**src/rtl/fetch_stage_if.sv**
```systemverilog
// Bundle between the fetch stage and its environment (instruction ROM, hazard/branch logic, decode).
// The master modport is the fetch stage; the slave modport is everything around it.
interface fetch_stage_if #(
  parameter int N = 64
) ();
  logic [5:0]   imem_addr;
  logic [31:0]  imem_q;
  logic         pcsrc;
  logic [N-1:0] branch_target;
  logic         stall;
  logic         flush;
  logic         halt_req;
  logic [N-1:0] if_id_pc;
  logic [31:0]  if_id_instr;
  logic         if_id_valid;
  logic         halted;

  modport master (
    output imem_addr,
    input  imem_q,
    input  pcsrc,
    input  branch_target,
    input  stall,
    input  flush,
    input  halt_req,
    output if_id_pc,
    output if_id_instr,
    output if_id_valid,
    output halted
  );

  modport slave (
    input  imem_addr,
    output imem_q,
    output pcsrc,
    output branch_target,
    output stall,
    output flush,
    output halt_req,
    input  if_id_pc,
    input  if_id_instr,
    input  if_id_valid,
    input  halted
  );
endinterface

```
**src/rtl/fetch_stage.sv**
```systemverilog
// LEGv8 instruction-fetch stage: PC register, ROM addressing and IF/ID capture with RUN/HALT control.
// Optional BRANCH_AUTOFLUSH_EN: a taken branch also bubbles IF/ID on the same edge.
module fetch_stage (
  input logic           clk,
  input logic           reset,
  fetch_stage_if.master bus
);
  localparam int N = $bits(bus.if_id_pc);

  typedef enum logic {RUN, HALT} state_t;

  state_t         state_q, state_d;
  logic [N-1:0]   pc_p0, pc_p0_d;
  logic [N-1:0]   pc_p1, pc_p1_d;
  logic [31:0]    instr_p1, instr_p1_d;
  logic           vld_p1, vld_p1_d;
  logic [N-1:0]   target;
  logic           autoflush;
  logic           bubble;
  logic           hold_id;
  logic           unused_tgt_lsb;

`ifdef BRANCH_AUTOFLUSH_EN
  assign autoflush = bus.pcsrc;
`else
  assign autoflush = 1'b0;
`endif

  // Low two bits of the redirect address are dropped: fetch is always word aligned.
  assign target         = {bus.branch_target[N-1:2], 2'b00};
  assign unused_tgt_lsb = ^bus.branch_target[1:0];

  // Stage p0: PC register and ROM address
  assign bus.imem_addr = pc_p0[7:2];

  always_comb begin
    state_d    = state_q;
    pc_p0_d    = pc_p0;
    bubble     = 1'b0;
    hold_id    = 1'b0;
    unique case (state_q)
      RUN: begin
        if (bus.pcsrc)         pc_p0_d = target;
        else if (bus.halt_req) state_d = HALT;
        else if (!bus.stall)   pc_p0_d = pc_p0 + N'(4);

        if ((bus.halt_req && !bus.pcsrc) || bus.flush || autoflush) bubble  = 1'b1;
        else if (bus.stall)                                          hold_id = 1'b1;
      end
      HALT: begin
        bubble = 1'b1;
        if (bus.pcsrc) begin
          pc_p0_d = target;
          state_d = RUN;
        end
      end
      default: state_d = RUN;
    endcase
  end

  // Stage p1: IF/ID pipeline register
  always_comb begin
    pc_p1_d    = pc_p0;
    instr_p1_d = bus.imem_q;
    vld_p1_d   = 1'b1;
    if (bubble) begin
      pc_p1_d    = '0;
      instr_p1_d = 32'h0000_0000;
      vld_p1_d   = 1'b0;
    end else if (hold_id) begin
      pc_p1_d    = pc_p1;
      instr_p1_d = instr_p1;
      vld_p1_d   = vld_p1;
    end
  end

  always_ff @(posedge clk or posedge reset) begin
    if (reset) begin
      state_q  <= RUN;
      pc_p0    <= '0;
      pc_p1    <= '0;
      instr_p1 <= '0;
      vld_p1   <= 1'b0;
    end else begin
      state_q  <= state_d;
      pc_p0    <= pc_p0_d;
      pc_p1    <= pc_p1_d;
      instr_p1 <= instr_p1_d;
      vld_p1   <= vld_p1_d;
    end
  end

  assign bus.if_id_pc    = pc_p1;
  assign bus.if_id_instr = instr_p1;
  assign bus.if_id_valid = vld_p1;
  assign bus.halted      = (state_q == HALT);
endmodule

```
**src/flat_wrapper.sv**
```systemverilog
// flat-port wrapper written by rule: the top's interface ports become plain ports
module fetch_stage_flat 
  (clk, reset, bus_imem_addr, bus_imem_q, bus_pcsrc, bus_branch_target, bus_stall, bus_flush, bus_halt_req, bus_if_id_pc, bus_if_id_instr, bus_if_id_valid, bus_halted);
  fetch_stage_if #(.N(64)) bus_i ();
  input logic clk;
  input logic reset;
  output wire logic [$bits(bus_i.imem_addr)-1:0] bus_imem_addr;
  input wire logic [$bits(bus_i.imem_q)-1:0] bus_imem_q;
  input wire logic [$bits(bus_i.pcsrc)-1:0] bus_pcsrc;
  input wire logic [$bits(bus_i.branch_target)-1:0] bus_branch_target;
  input wire logic [$bits(bus_i.stall)-1:0] bus_stall;
  input wire logic [$bits(bus_i.flush)-1:0] bus_flush;
  input wire logic [$bits(bus_i.halt_req)-1:0] bus_halt_req;
  output wire logic [$bits(bus_i.if_id_pc)-1:0] bus_if_id_pc;
  output wire logic [$bits(bus_i.if_id_instr)-1:0] bus_if_id_instr;
  output wire logic [$bits(bus_i.if_id_valid)-1:0] bus_if_id_valid;
  output wire logic [$bits(bus_i.halted)-1:0] bus_halted;
  assign bus_imem_addr = bus_i.imem_addr;
  assign bus_i.imem_q = bus_imem_q;
  assign bus_i.pcsrc = bus_pcsrc;
  assign bus_i.branch_target = bus_branch_target;
  assign bus_i.stall = bus_stall;
  assign bus_i.flush = bus_flush;
  assign bus_i.halt_req = bus_halt_req;
  assign bus_if_id_pc = bus_i.if_id_pc;
  assign bus_if_id_instr = bus_i.if_id_instr;
  assign bus_if_id_valid = bus_i.if_id_valid;
  assign bus_halted = bus_i.halted;
  fetch_stage u_core (.clk(clk), .reset(reset), .bus(bus_i));
endmodule
```
**config.mk**
```make
export PLATFORM = sky130hd
export DESIGN_NAME = fetch_stage_flat
export DESIGN_NICKNAME = d
export VERILOG_FILES = /design/src/rtl/fetch_stage_if.sv /design/src/rtl/fetch_stage.sv /design/src/flat_wrapper.sv
export SDC_FILE = /design/constraint.sdc
export NUM_CORES = 1
export LEC_CHECK = 0
export ABC_AREA = 1
export BUFFER_PORTS_ARGS = -buffer_cell sky130_fd_sc_hd__buf_4
export CORE_MARGIN = 5
export CORE_UTILIZATION = 41
export CTS_CLUSTER_DIAMETER = 120
export DETAILED_ROUTE_END_ITERATION = 10
export GPL_TIMING_DRIVEN = 1
export PLACE_DENSITY = 0.61
export RECOVER_POWER = 100
export SLEW_MARGIN = 15
export SYNTH_ARGS = -nofsm -noshare
export SYNTH_HDL_FRONTEND = slang
export SYNTH_SLANG_ARGS = --single-unit
```
**constraint.sdc**
```tcl
create_clock -name clk -period 7.2 [get_ports clk]
set_clock_uncertainty 0.1 [all_clocks]
set_input_delay 0.72 -clock clk [delete_from_list [all_inputs] [get_ports clk]]
set_output_delay 0.72 -clock clk [all_outputs]
set_load 0.01 [all_outputs]
```
==> impl_metrics.tcl, run 1 <==
set metrics [dict create \
    cts_buffers 17 \
    leakagePower_nw 5.15 \
    cts_resized 0 \
    track_usage_pct 24.3 \
    grt_overflow_total 0 \
    area_growth_pct 20.8 \
    slew_headroom_pct -188 \
    wl_per_cell_um 17.9 \
    period_share_pct 64.1 \
    clk_pin_slew_ps 70 \
    maxCapViolations 6 \
    ys_types 30 \
    top_layer_used "met4" \
    dp_hpwl_um 22600 \
    worst_slack_ps 2590 \
    synthSimpleGateAreaFrac_pct 36.6 \
    irDropWorstVdd_mv 0.173 \
    synthFlopType "dfrtp_1" \
    cp_cell_sequence "clkbuf_1 > inv_1 > clkbuf_1 > a31oi_4 > buf_4 > inv_1 > o21ai_0 > a22oi_1" \
    setup-violations-final 0 \
    tns_ps 0 \
    viasPerCell 5.19 \
    clock_path_buffers 2 \
    final_max_slew_viol_count 393 \
    min_path_type "primary input to flop" \
    antenna_cells 0 \
    ys_seq_elements 158 \
    max_freq_mhz 217 \
    final_cells 1705 \
    start_util_pct 41.7 \
    vias 8845 \
    regToRegSetupSlack_ps 2750 \
    ctsHoldBuffers 0 \
    cts_tree "built" \
    drc 0 \
    wl_um 30500 \
    fin_nets 1520 \
    port_buffers 201 \
    die-area_um2 24500 \
    final_antenna_net_count 0 \
    layout_commonest_cell "nand2_1" \
    synthCells 1257 \
    layout_common_cells "338 x nand2_1, 202 x nand3_1, 184 x nor2_1" \
    start_kind "primary input" \
    grt_pass1_vias 8191 \
    ios 206 \
    wl_met2_um 13500 \
    synth_seq_area_share_pct 45.0 \
    antenna_found_initial 0 \
    crit_slowest_cell "clkbuf_1" \
    nFillCells 2196 \
    status "finished with violations" \
    layout-drive-gt1-share_pct 10.8 \
    critical_path_class "primary input to flop" \
    cp_slowest_stage_delay_ps 1470 \
    firstDrtPassIters 5 \
    synth_xor_area_share_pct 0.299 \
    violations "capacitance limit, slew limit" \
    cts_num_sinks 158 \
    period_minus_slack_ps 4610 \
    synth_edf_count 0 \
    std_cell_rows 53 \
    p_per_area_nw_per_um2 230 \
    synthAdderAreaFrac_pct 0.142 \
    power.total_mw 2.44 \
    synthArstFlopShare_pct 100 \
    worstMarginPinSlew_ps 4300 \
    fp.dieW_um 156 \
    synth_largest_area_cell "dfrtp_1" \
    yosys.area.top_type_share_pct 45.0 \
    cts_setup_buffers 0 \
    cp_max_fo 64 \
    insertion_delay_ps 430 \
    drt_iter0_drc 881 \
    muxShareOfSynthArea_pct 0 \
    root_buffer "clkbuf_16" \
    dpl.cell_count 1673 \
    htreeDepth 4 \
    syn_area_per_cell_um2 6.99 \
    place_ws_ps 3920 \
    dieHeight_um 156 \
    grt_pass1_wl_um 46300 \
    gp_congestion 0.978 \
    rsz0062_at_grt "no" \
    grt_start_max_net_pins 95 \
    ys_top_cells_by_area "dfrtp_1 45%, nand2_1 14%, nand3_1 12%, nor2_1 7.9%, o21ai_0 6.0%" \
    syn_area_um2 8790 \
    synth_top_family_by_area "simple AND/OR/NAND/NOR gates" \
    synth-compound-area-share_pct 9.50 \
    core_um2 21100 \
    cp.required_ps 7410 \
    hold_viol 0 \
    drt-met1-wl_um 14300 \
    yosys_warnings 0 \
    endpoint_kind "flop" \
    crit_arrival_ps 4830 \
    dr_wl_met3_um 2250 \
]
## state kept, by name (all words and copies together), names as in the netlist
signal	count
u_core.pc_p0	62
u_core.bus.halted	1
u_core.bus.if_id_valid	1
u_core.bus.if_id_pc	62
u_core.bus.if_id_instr	32
## area by class of cell
cell class	count	area [um2]	area share, %
Inverter	110	415	3.91
Clock inverter	14	178	1.67
Tap cell	275	344	3.24
Clock buffer	18	439	4.14
Sequential cell	158	3950	37.3
Multi-Input combinational cell	920	4110	38.7
Timing Repair Buffer	210	1170	11.1
## where the power goes
| group | switching (mW) | internal (mW) |
|---|---|---|
| clock network | 0.412 | 0.534 |
| registers | 0.0926 | 0.964 |
| logic | 0.300 | 0.140 |
| total | 0.805 | 1.64 |
## Yosys cell counts (6+ instances only)
cell,instances
nand4_1,12
o21ai_0,105
nand2_2,6
nor2_1,185
a22oi_1,10
nand2_1,338
dfrtp_1,158
inv_1,107
clkbuf_1,31
buf_1,8
nand3_1,202
o22ai_1,12
a21oi_1,17
buf_4,9
buf_2,22
## metal layers
layer	vias to the layer above	track usage (%)
met5	-	0
met4	0	5.12
met3	23	3.84
met2	328	37.4
met1	4120	36.3
li1	4374	-
## cells by family after synthesis
family / count (synthesis)
compound gates: 154
other cells: 1
xor+xnor: 3
buf+inv: 180
fa+ha+maj: 1
flops: 158
simple gates: 760
## per-stage QoR
step | hold WS [ps] | cell area (um2) | util [%]
after floorplan | 364 | 8790 | -
after global placement | 362 | 10400 | 49.3
after detailed placement | 382 | 10400 | 49.3
after CTS | 373 | 11000 | 52.2
after global routing | 382 | 10600 | 50.3
final | 386 | 10600 | 50.3
## worst max-delay path: cells and delay by family
family / cells / cell delay, ps
compound gates: 3 / 730
buf+inv: 5 / 3330
## path summary, 6_finish.rpt
| path | startpoint | endpoint | cells after the start |
|---|---|---|---|
| max reg2reg | u_core.bus.halted | u_core.bus.if_id_pc[56] | 7 |
| min in group asynchronous | reset | u_core.bus.if_id_instr[19] | 2 |
| min reg2reg | u_core.bus.if_id_instr[22] | u_core.bus.if_id_instr[22] | 2 |
| min | bus_pcsrc | u_core.bus.halted | 2 |
| max | bus_stall | u_core.pc_p0[12] | 8 |
| max in group asynchronous | reset | u_core.pc_p0[43] | 3 |
Note: power is estimated with default switching activity, not from simulation.
==> inputs of run 2 (changes only) <==
Settings changed: ABC_AREA 1 to 0, PLACE_DENSITY 0.61 to 0.64.
Clock period 7.2 ns to 3.7 ns, I/O delays scaled along.
==> run 2 against run 1 <==
Against the previous run: the flow still finishes with violations (capacitance limit, slew limit); routed wire length shrank 18%; cell count fell by 25%; non-clock buffer count is 13 higher; count of clock-buffer cells in the layout stayed put; critical path depth down 1; sequential share of layout area rose by 2.4 points; via count shrank 19%; sequential cell count did not move; largest cell class is now registers; largest power group unchanged.
==> impl_metrics.tcl, run 2 <==
set metrics [dict create \
    status "finished with violations" \
    violations "capacitance limit, slew limit" \
    tns_ps 0 \
    root_buffer "clkbuf_16" \
    fp.dieW_um 150 \
    p_per_area_nw_per_um2 465 \
    layout_commonest_cell "dfrtp_1" \
    layout-drive-gt1-share_pct 16.1 \
    period_minus_slack_ps 3100 \
    maxCapViolations 1 \
    ys_top_cells_by_area "dfrtp_1 49%, mux2i_1 12%, nor2_1 6.9%, nand4_1 2.3%, nand2_1 2.0%" \
    synthFlopType "dfrtp_1" \
    max_freq_mhz 322 \
    min_path_type "primary input to flop" \
    synth_seq_area_share_pct 49.1 \
    viasPerCell 5.61 \
    period_share_pct 83.9 \
    vias 7194 \
    ios 206 \
    final_antenna_net_count 0 \
    cts_tree "built" \
    wl_um 25000 \
    synthArstFlopShare_pct 100 \
    synth_largest_area_cell "dfrtp_1" \
    place_ws_ps 944 \
    yosys.area.top_type_share_pct 49.1 \
    dieHeight_um 150 \
    hold_viol 0 \
    final_max_slew_viol_count 159 \
    endpoint_kind "flop" \
    crit_arrival_ps 3360 \
    cts_resized 0 \
    firstDrtPassIters 5 \
    gp_congestion 0.878 \
    worst_slack_ps 597 \
    layout_common_cells "158 x dfrtp_1, 148 x nor2_1, 109 x buf_4, 109 x clkbuf_1, 94 x mux2i_1" \
    antenna_cells 0 \
    synth_edf_count 0 \
    cts_num_sinks 158 \
    syn_area_per_cell_um2 9.80 \
    clk_pin_slew_ps 70 \
    drc 0 \
    place_area_um2 9780 \
    ctsHoldBuffers 0 \
    synth.most_common_cell "dfrtp_1" \
    critical_path_class "primary input to flop" \
    dpl.cell_count 1250 \
    drt_iter0_drc 567 \
    start_kind "primary input" \
    wl_per_cell_um 19.5 \
    grt_pass1_vias 6786 \
    grt_overflow_total 0 \
    htreeDepth 4 \
    insertion_delay_ps 430 \
    synth_commonest_cells "158 x dfrtp_1, 148 x nor2_1, 94 x mux2i_1" \
    cts_setup_buffers 0 \
    setup-violations-final 0 \
    leakagePower_nw 4.40 \
    ys_seq_elements 158 \
    std_cell_rows 51 \
    synthCells 822 \
    worstMarginPinSlew_ps 2210 \
    dp_hpwl_um 17600 \
    irDropWorstVdd_mv 0.305 \
    rsz0062_at_grt "no" \
    cp.required_ps 3960 \
    port_buffers 201 \
    cp_max_fo 48 \
    grt_start_max_net_pins 159 \
    whs_ps 46.6 \
    yosys_warnings 0 \
    antenna_found_initial 0 \
    nFillCells 1920 \
    start_util_pct 41.5 \
    final_cells 1282 \
    core_um2 19400 \
    grt_pass1_wl_um 38600 \
    track_usage_pct 22.0 \
    ys_types 73 \
    slew_headroom_pct -47.1 \
    stdcell_area_um2 9970 \
    die-area_um2 22500 \
    area_growth_pct 23.8 \
    syn_area_um2 8050 \
    fin_nets 1107 \
    clock_path_buffers 2 \
    cts_buffers 17 \
]
==> run 2: changes by cell type in the layout (fill, tap and decap cells not counted), sizes merged, moves of 46 or more <==
cell and delta:
inv -95, nand3 -176, mux2i +94, nand2 -302
nor2 -46, o21ai -85
==> run 2: cell type report <==
cell class | count | area (um2) | share of cell area (%)
flip-flops and latches | 158 | 3950 | 39.7
multi-input cells | 589 | 3730 | 37.4
repair buffers | 223 | 1260 | 12.6
clock buffers | 18 | 439 | 4.40
well taps | 265 | 332 | 3.33
clock inverters | 14 | 205 | 2.06
inverters | 15 | 57.6 | 0.577
==> run 2: kinds of logic after synthesis <==
family / share of synthesized area, %
fa+ha+maj: 0.155
xor+xnor: 0.761
flops: 49.1
compound gates: 12.2
mux: 11.7
other cells: 0.0466
buf+inv: 4.61
simple gates: 21.4
==> run 2: routing by layer <==
metal	vias up	GRT usage, %	routed length (um)
met5	-	0	0
met4	0	6.36	476
met3	32	4.61	1860
met2	294	33.5	11300
met1	3494	31.7	11400
li1	3374	-	-
==> run 2: path summary, 6_finish.rpt <==
path / start / slack, ps / depth (start not counted) / endpoint
max in group asynchronous: reset / 1450 / 3 / u_core.bus.if_id_pc[56]
worst max-delay path: bus_pcsrc / 600 / 7 / u_core.pc_p0[12]
min in group asynchronous: reset / 670 / 3 / u_core.bus.if_id_instr[14]
worst min register to register: u_core.bus.if_id_instr[4] / 420 / 2 / u_core.bus.if_id_instr[4]
worst max register to register: u_core.bus.halted / 860 / 6 / u_core.pc_p0[12]
worst min-delay path: bus_branch_target[2] / 50 / 3 / u_core.pc_p0[2]
==> run 2: report_power, final <==
| part | internal (mW) | switching (mW) | total (mW) |
|---|---|---|---|
| clock | 1.16 | 0.774 | 1.94 |
| sequential | 1.86 | 0.167 | 2.02 |
| combinational | 0.280 | 0.392 | 0.672 |
| total | 3.30 | 1.33 | 4.63 |
==> run 2: stage by stage <==
stage                     utilization [%]  power [mW]
final                                51.4        4.63
after global routing                 51.4        4.83
after CTS                            53.7        4.72
after detailed placement             50.4        2.78
after global placement               50.4        2.77
after floorplan                         -        2.47
==> run 2: critical path, cell delays in order <==
cell and delay [ps]:
clkbuf_2 780, clkinv_1 510, nand2_1 700, clkbuf_1 520, o21ai_0 170, nor2b_1 160
a21oi_1 110
